$ cat config.mk
export PLATFORM = sky130hd
export DESIGN_NAME = alu_seq
export DESIGN_NICKNAME = d
export VERILOG_FILES = /design/src/rtl/alu_seq_pkg.sv /design/src/rtl/alu_seq_core.sv /design/src/rtl/alu_seq.sv
export SDC_FILE = /design/constraint.sdc
export NUM_CORES = 1
export LEC_CHECK = 0
export BUFFER_PORTS_ARGS = -buffer_cell sky130_fd_sc_hd__buf_4
export CAP_MARGIN = 10
export CELL_PAD_IN_SITES_DETAIL_PLACEMENT = 1
export CELL_PAD_IN_SITES_GLOBAL_PLACEMENT = 1
export CORE_MARGIN = 8
export CORE_UTILIZATION = 47
export CTS_CLUSTER_DIAMETER = 80
export DETAILED_ROUTE_END_ITERATION = 16
export GPL_ROUTABILITY_DRIVEN = 1
export GPL_TIMING_DRIVEN = 0
export PLACE_DENSITY = 0.9
export SYNTH_ARGS = -nofsm -noshare
export SYNTH_HDL_FRONTEND = slang
export SYNTH_SLANG_ARGS = --single-unit
$ cat constraint.sdc
create_clock -name clock -period 10.54 [get_ports clock]
set_clock_uncertainty 0.05 [all_clocks]
set_input_delay 2.108 -clock clock [delete_from_list [all_inputs] [get_ports clock]]
set_output_delay 2.108 -clock clock [all_outputs]
set_load 0.01 [all_outputs]
$ cat src/rtl/alu_seq_pkg.sv
// Shared opcode and FSM state definitions for the sequential ALU stage.
package alu_seq_pkg;

  typedef enum logic [3:0] {
    OP_ADD = 4'd0,
    OP_ADC = 4'd1,
    OP_SUB = 4'd2,
    OP_SBC = 4'd3,
    OP_AND = 4'd4,
    OP_OR  = 4'd5,
    OP_XOR = 4'd6,
    OP_NOT = 4'd7,
    OP_SHL = 4'd8,
    OP_SHR = 4'd9,
    OP_MUL = 4'd10
  } op_e;

  typedef enum logic [1:0] {
    ST_IDLE = 2'd0,
    ST_EXEC = 2'd1,
    ST_DONE = 2'd2
  } state_e;

  function automatic logic is_shift(input logic [3:0] opc);
    return (opc == OP_SHL) || (opc == OP_SHR);
  endfunction

endpackage

$ cat src/rtl/alu_seq_core.sv
// Combinational single-cycle unit: add/sub with carry-in, logic ops, zero flag.
// Shift opcodes pass a through with carry 0 (the zero-count case); MUL and 11-15 report illegal.
module alu_seq_core
  import alu_seq_pkg::*;
#(
  parameter int WIDTH = 16
) (
  input  logic [3:0]       op,
  input  logic [WIDTH-1:0] a,
  input  logic [WIDTH-1:0] b,
  input  logic             cin,
  output logic [WIDTH-1:0] y,
  output logic             c,
  output logic             z,
  output logic             legal
);

  logic [WIDTH:0]   sum_s;
  logic [WIDTH-1:0] addend_s;
  logic             carry_in_s;

  // Opcode decode and result selection
  always_comb begin
    addend_s   = b;
    carry_in_s = 1'b0;
    y          = a;
    c          = 1'b0;
    legal      = 1'b1;
    case (op)
      OP_ADD: begin addend_s = b;  carry_in_s = 1'b0; end
      OP_ADC: begin addend_s = b;  carry_in_s = cin;  end
      OP_SUB: begin addend_s = ~b; carry_in_s = 1'b1; end
      OP_SBC: begin addend_s = ~b; carry_in_s = cin;  end
      default: begin addend_s = b; carry_in_s = 1'b0; end
    endcase
    sum_s = {1'b0, a} + {1'b0, addend_s} + {{WIDTH{1'b0}}, carry_in_s};
    case (op)
      OP_ADD, OP_ADC, OP_SUB, OP_SBC: begin y = sum_s[WIDTH-1:0]; c = sum_s[WIDTH]; end
      OP_AND:          y = a & b;
      OP_OR:           y = a | b;
      OP_XOR:          y = a ^ b;
      OP_NOT:          y = ~a;
      OP_SHL, OP_SHR:  y = a;
      default:         legal = 1'b0;
    endcase
    z = (y == {WIDTH{1'b0}});
  end

endmodule

$ cat src/rtl/alu_seq.sv
// Sequential ALU stage: start/busy/done handshake, iterative shifts and optional MUL.
// Define ALU_SEQ_MUL_EN to make opcode 10 a WIDTH-cycle shift-add multiply.
module alu_seq
  import alu_seq_pkg::*;
#(
  parameter int WIDTH = 16
) (
  input  logic             clock,
  input  logic             notReset,
  input  logic             start,
  input  logic [3:0]       op,
  input  logic [WIDTH-1:0] a,
  input  logic [WIDTH-1:0] b,
  input  logic             cIn,
  output logic             busy,
  output logic             done,
  output logic [WIDTH-1:0] y,
  output logic             cOut,
  output logic             zOut,
  output logic             notLoadStatus
);

  localparam int CW = $clog2(WIDTH);
  localparam logic [CW-1:0]    CNT_ZERO = '0;
  localparam logic [CW-1:0]    CNT_ONE  = CW'(1);
  localparam logic [WIDTH-1:0] ZERO_W   = '0;

  state_e           state_r;
  logic [3:0]       op_r;
  logic [WIDTH-1:0] sh_r;
  logic [CW-1:0]    cnt_r;
  logic [CW-1:0]    n_s;
  logic [3:0]       op_sel_s;
  logic [WIDTH-1:0] sh_src_s;
  logic [WIDTH-1:0] sh_nxt_s;
  logic             sh_bit_s;
  logic [WIDTH-1:0] core_y_s;
  logic             core_c_s;
  logic             core_z_s;
  logic             core_legal_s;

  assign n_s = b[CW-1:0];

  alu_seq_core #(.WIDTH(WIDTH)) u_core (
    .op    (op),
    .a     (a),
    .b     (b),
    .cin   (cIn),
    .y     (core_y_s),
    .c     (core_c_s),
    .z     (core_z_s),
    .legal (core_legal_s)
  );

  // One-bit shift step; in IDLE the first step is taken straight from the inputs
  always_comb begin
    op_sel_s = (state_r == ST_IDLE) ? op : op_r;
    sh_src_s = (state_r == ST_IDLE) ? a : sh_r;
    if (op_sel_s == OP_SHL) begin
      sh_nxt_s = {sh_src_s[WIDTH-2:0], 1'b0};
      sh_bit_s = sh_src_s[WIDTH-1];
    end else begin
      sh_nxt_s = {1'b0, sh_src_s[WIDTH-1:1]};
      sh_bit_s = sh_src_s[0];
    end
  end

`ifdef ALU_SEQ_MUL_EN
  logic [2*WIDTH-1:0] acc_r;
  logic [2*WIDTH-1:0] mcand_r;
  logic [WIDTH-1:0]   mplier_r;
  logic [2*WIDTH-1:0] acc_src_s;
  logic [2*WIDTH-1:0] mcand_src_s;
  logic [WIDTH-1:0]   mplier_src_s;
  logic [2*WIDTH-1:0] acc_nxt_s;

  // Shift-add step: one multiplier bit per cycle, the first one at accept
  always_comb begin
    if (state_r == ST_IDLE) begin
      acc_src_s    = '0;
      mcand_src_s  = {{WIDTH{1'b0}}, a};
      mplier_src_s = b;
    end else begin
      acc_src_s    = acc_r;
      mcand_src_s  = mcand_r;
      mplier_src_s = mplier_r;
    end
    acc_nxt_s = acc_src_s + (mplier_src_s[0] ? mcand_src_s : {(2*WIDTH){1'b0}});
  end
`endif

  // FSM, iteration state and registered outputs
  always_ff @(posedge clock) begin
    if (!notReset) begin
      state_r       <= ST_IDLE;
      op_r          <= 4'd0;
      sh_r          <= ZERO_W;
      cnt_r         <= CNT_ZERO;
      busy          <= 1'b0;
      done          <= 1'b0;
      y             <= ZERO_W;
      cOut          <= 1'b0;
      zOut          <= 1'b0;
      notLoadStatus <= 1'b1;
`ifdef ALU_SEQ_MUL_EN
      acc_r         <= '0;
      mcand_r       <= '0;
      mplier_r      <= ZERO_W;
`endif
    end else begin
      done          <= 1'b0;
      notLoadStatus <= 1'b1;
      case (state_r)
        ST_IDLE: begin
          busy <= 1'b0;
          if (start) begin
            op_r <= op;
            busy <= 1'b1;
            if (is_shift(op) && (n_s != CNT_ZERO)) begin
              sh_r  <= sh_nxt_s;
              cnt_r <= n_s - CNT_ONE;
              if (n_s == CNT_ONE) begin
                y             <= sh_nxt_s;
                cOut          <= sh_bit_s;
                zOut          <= (sh_nxt_s == ZERO_W);
                done          <= 1'b1;
                notLoadStatus <= 1'b0;
                state_r       <= ST_DONE;
              end else begin
                state_r <= ST_EXEC;
              end
            end
`ifdef ALU_SEQ_MUL_EN
            else if (op == OP_MUL) begin
              acc_r    <= acc_nxt_s;
              mcand_r  <= mcand_src_s << 1;
              mplier_r <= mplier_src_s >> 1;
              cnt_r    <= CW'(WIDTH - 1);
              state_r  <= ST_EXEC;
            end
`endif
            else begin
              // illegal opcodes complete without touching the result or flags
              if (core_legal_s) begin
                y             <= core_y_s;
                cOut          <= core_c_s;
                zOut          <= core_z_s;
                notLoadStatus <= 1'b0;
              end
              done    <= 1'b1;
              state_r <= ST_DONE;
            end
          end
        end
        ST_EXEC: begin
          cnt_r <= cnt_r - CNT_ONE;
`ifdef ALU_SEQ_MUL_EN
          if (op_r == OP_MUL) begin
            acc_r    <= acc_nxt_s;
            mcand_r  <= mcand_r << 1;
            mplier_r <= mplier_r >> 1;
            if (cnt_r == CNT_ONE) begin
              y             <= acc_nxt_s[WIDTH-1:0];
              cOut          <= |acc_nxt_s[2*WIDTH-1:WIDTH];
              zOut          <= (acc_nxt_s[WIDTH-1:0] == ZERO_W);
              done          <= 1'b1;
              notLoadStatus <= 1'b0;
              state_r       <= ST_DONE;
            end
          end else
`endif
          begin
            sh_r <= sh_nxt_s;
            if (cnt_r == CNT_ONE) begin
              y             <= sh_nxt_s;
              cOut          <= sh_bit_s;
              zOut          <= (sh_nxt_s == ZERO_W);
              done          <= 1'b1;
              notLoadStatus <= 1'b0;
              state_r       <= ST_DONE;
            end
          end
        end
        ST_DONE: begin
          busy    <= 1'b0;
          state_r <= ST_IDLE;
        end
        default: begin
          busy    <= 1'b0;
          state_r <= ST_IDLE;
        end
      endcase
    end
  end

endmodule

==> implementation parameters <==
Parameter                              Value

Status
  Run status    finished clean

Drt
  Routed Antenna Nets    0
  DRT Pass-1 Iters    5
  Aggregate routed wire length    16.9 mm
  Routed via count    4808
  Drc violations    0
  Number of design-rule violations left by the first detailed-router iteration    330
  Average via count per standard cell    6.06
  Routed wire length per instance    21.2 um

STA
  Final setup fails    0
  Max Transition Viols Final    0
  Peak clock frequency supported by timing    139 MHz
  Post-layout minimum cycle time    7190 ps
  Final worst-path setup slack    3350 ps
  Setup repair after global routing missed its margin    false
  Worst Tran Pin Value    860 ps
  Sum of negative setup slack    0 ps
  Fin crit share    0.682
  Worst max-slew margin expressed relative to the limit    0.416
  Hold Vio Cnt, Final    0

Critical path
  Worst R2R Start    state_r[0]
  Data arrival time of the critical path    7360 ps
  Peak fanout along the critical path    10
  Ordered cell list for the critical path    buf_4, buf_2, clkbuf_1, and2_1, clkbuf_1, clkbuf_1, xnor2_1, ha_1, a211o_1, a211oi_1, nor2_1, nor3_1, xnor2_1, a221oi_1, nand4_1, or4b_1, o31ai_2
  Critical-path cell with the highest stage delay    sky130_fd_sc_hd__clkbuf_1
  Most prevalent standard cell on the critical path    sky130_fd_sc_hd__clkbuf_1
  Largest stage delay, worst path    680 ps
  Launch point of the critical path    op[1]
  Startpoint Class    input port
  Classification of the worst setup path    in2reg
  Buf+Inv Stages, Crit Path    5
  Kind of cell adding the most delay to the critical path    buffers and inverters
  Worst setup EP type    flip-flop
  Data required, critical path    10720 ps

Min path
  Class of the most critical hold timing path    reg2reg
  Origin of the worst min-delay path    op_r[3]

Global routing
  First-pass GRT wire length    27.1 mm
  Initial antenna violation count    0
  Overall routing resource usage    0.257
  Via count of the first global-routing pass    5248
  Congestion Overflow GR    0
  Largest net degree at the start of global routing    16

Place
  Buffers added on ports    59
  Worst setup slack before clock tree synthesis    3100 ps
  Total placed instance area    5310 um^2
  DP Wirelength    13.5 mm
  GP Congestion    0.952
  Placed insts    785

Finish
  Non-filler cells, final    793
  Number of diodes added for antenna fixing    0
  Finished Core Util    0.556
  Area of all placed cells without fillers    5410 um^2
  Fraction of layout cells with a size suffix above 1    0.144
  Count of nets after finishing    753
  Area growth syn-to-layout    15.1%

CTS
  CTS Root Buffer Type    sky130_fd_sc_hd__clkbuf_8
  Clock tree from TritonCTS    built
  Number of gates resized after cts    0
  Total clock sinks    47
  Number of clock buffers inserted by TritonCTS    5
  CTS Buffer Depth    2
  Clock slew at reported path FFs    90 ps
  Clock latency of the later-clocked register in the worst-skew pair    320 ps
  Number of buffers inserted by hold repair at cts    0
  Post CTS Setup Buffer Count    0
  Maximum level of the CTS H-tree    2

Logic synthesis
  Post-synthesis register bit count    47
  Mapped Area    4700 um^2
  Number of flops mapped to enable cells by yosys    0
  Mean Syn Cell Area    7.92 um^2
  Gate count of the mapped netlist    593
  Seq/Total Area, Yosys    0.200
  Number of distinct library cells after synthesis    64
  Async set-reset flop share out of synthesis    0
  Predominant post-synthesis flop cell    sky130_fd_sc_hd__dfxtp_1
  Number of nets produced by synthesis    687
  Synth warn    0

Floorplanning
  Area inside the core boundary    9730 um^2
  Die Wd    116 um
  DIE HEIGHT    116 um
  Site row count    36
  Initial Util    0.483
  Boundary Pins    61
  Total die area    13400 um^2

Job
  Number of max-cap violations    0

Pwr
  Power per standard cell area    101 nW/um^2
  Max IR drop VDD    0.0499 mV
  Static Leakage    2.29 nW
## stage by stage
step	hold WS, ps	power (W)
detailed placement	415	0.000426
global route	443	0.000576
floorplan	381	0.000345
finish	425	0.000544
global placement	394	0.000412
CTS	429	0.000544
## kinds of logic after synthesis
group | after synthesis | synth area share
adders and majority gates | 54 | 0.147
DFF | 47 | 0.200
muxes | 43 | 0.140
AOI/OAI and AO/OA | 156 | 0.216
buffers and inverters | 80 | 0.0661
xor gates and xnor gates | 29 | 0.0541
and+or+nand+nor | 184 | 0.177
## cells in the final DEF, fill, tap and decap left out, drive strengths merged, types with 2 or more instances in the layout
cell,n
clkbuf,33
a221oi,3
nor2,62
o21ai,23
o221ai,3
nor3,6
inv,47
a211o,3
o31a,3
and2,2
buf,65
o31ai,3
xor2,4
or2,4
nand4b,2
nand2b,5
o22ai,5
a31oi,5
xnor2,25
nor2b,12
a211oi,24
o311ai,2
nand3,8
o211ai,7
nand2,71
a21o,5
ha,52
o21bai,2
nand4,3
fa,2
dfxtp,47
mux2i,25
o21a,2
a222oi,2
nor4,4
mux4,17
a21oi,54
## registers in the layout, indices dropped and copies added, names as in the netlist
register	cells
zOut	1
busy	1
sh_r	16
y	16
state_r	2
cOut	1
notLoadStatus	1
op_r	4
done	1
cnt_r	4
## Yosys cell counts, drive strengths merged, types with 3 or more instances
cell | instances | share of area
nand4 | 3 | 0.0040
xor2 | 4 | 0.0075
a211oi | 24 | 0.038
dfxtp | 47 | 0.20
or2 | 4 | 0.0053
nor2 | 62 | 0.050
o31ai | 3 | 0.0059
o31a | 3 | 0.0056
a31oi | 5 | 0.0067
a21oi | 54 | 0.058
clkbuf | 27 | 0.022
nand3 | 8 | 0.0085
mux2i | 25 | 0.054
xnor2 | 25 | 0.047
ha | 52 | 0.14
buf | 6 | 0.0069
o211ai | 7 | 0.011
nor2b | 12 | 0.016
nor4 | 4 | 0.0067
nand2 | 71 | 0.057
inv | 47 | 0.038
o221ai | 3 | 0.0056
a211o | 3 | 0.0056
a221oi | 3 | 0.0056
a21o | 5 | 0.0080
o21ai | 23 | 0.025
nor3 | 6 | 0.0064
mux4 | 17 | 0.084
o22ai | 5 | 0.0067
nand2b | 5 | 0.0067
## cell type report
class / count / area (um^2)
plain buffers: 33 / 134
clock buffers: 6 / 82.6
clock inverters: 2 / 16.3
fillers: 1251 / 4320
inverters: 47 / 176
multi-input cells: 466 / 3450
flip-flops and latches: 47 / 941
well taps: 133 / 166
repair buffers: 59 / 443
## tightest hold or removal path, stage by stage, from the launching register on
cell and delay, ps:
sky130_fd_sc_hd__dfxtp_1 320, sky130_fd_sc_hd__nand2_1 50, sky130_fd_sc_hd__a21oi_1 60
## layer usage
metal  up-vias  wire length [um]  GRT usage
met5         -                 0          0
met4         0               663      0.126
met3        42              1300     0.0485
met2       216              8060      0.440
met1      2307              6820      0.301
li1       2243                 -          -
## power by group
part	switching (W)	internal (W)
Combinational	0.000137	0.0000944
Clock	0.0000651	0.0000536
Sequential	0.00000647	0.000188
Total	0.000209	0.000336
## path summary, 6_finish.rpt
path | end | slack, ps | cells after the start
hold / removal | op_r[3] | 430 | 2
hold reg to reg | op_r[3] | 430 | 2
setup reg to reg | zOut | 7220 | 7
setup / recovery | zOut | 3350 | 17
Note: power is estimated with default switching activity, not from simulation.
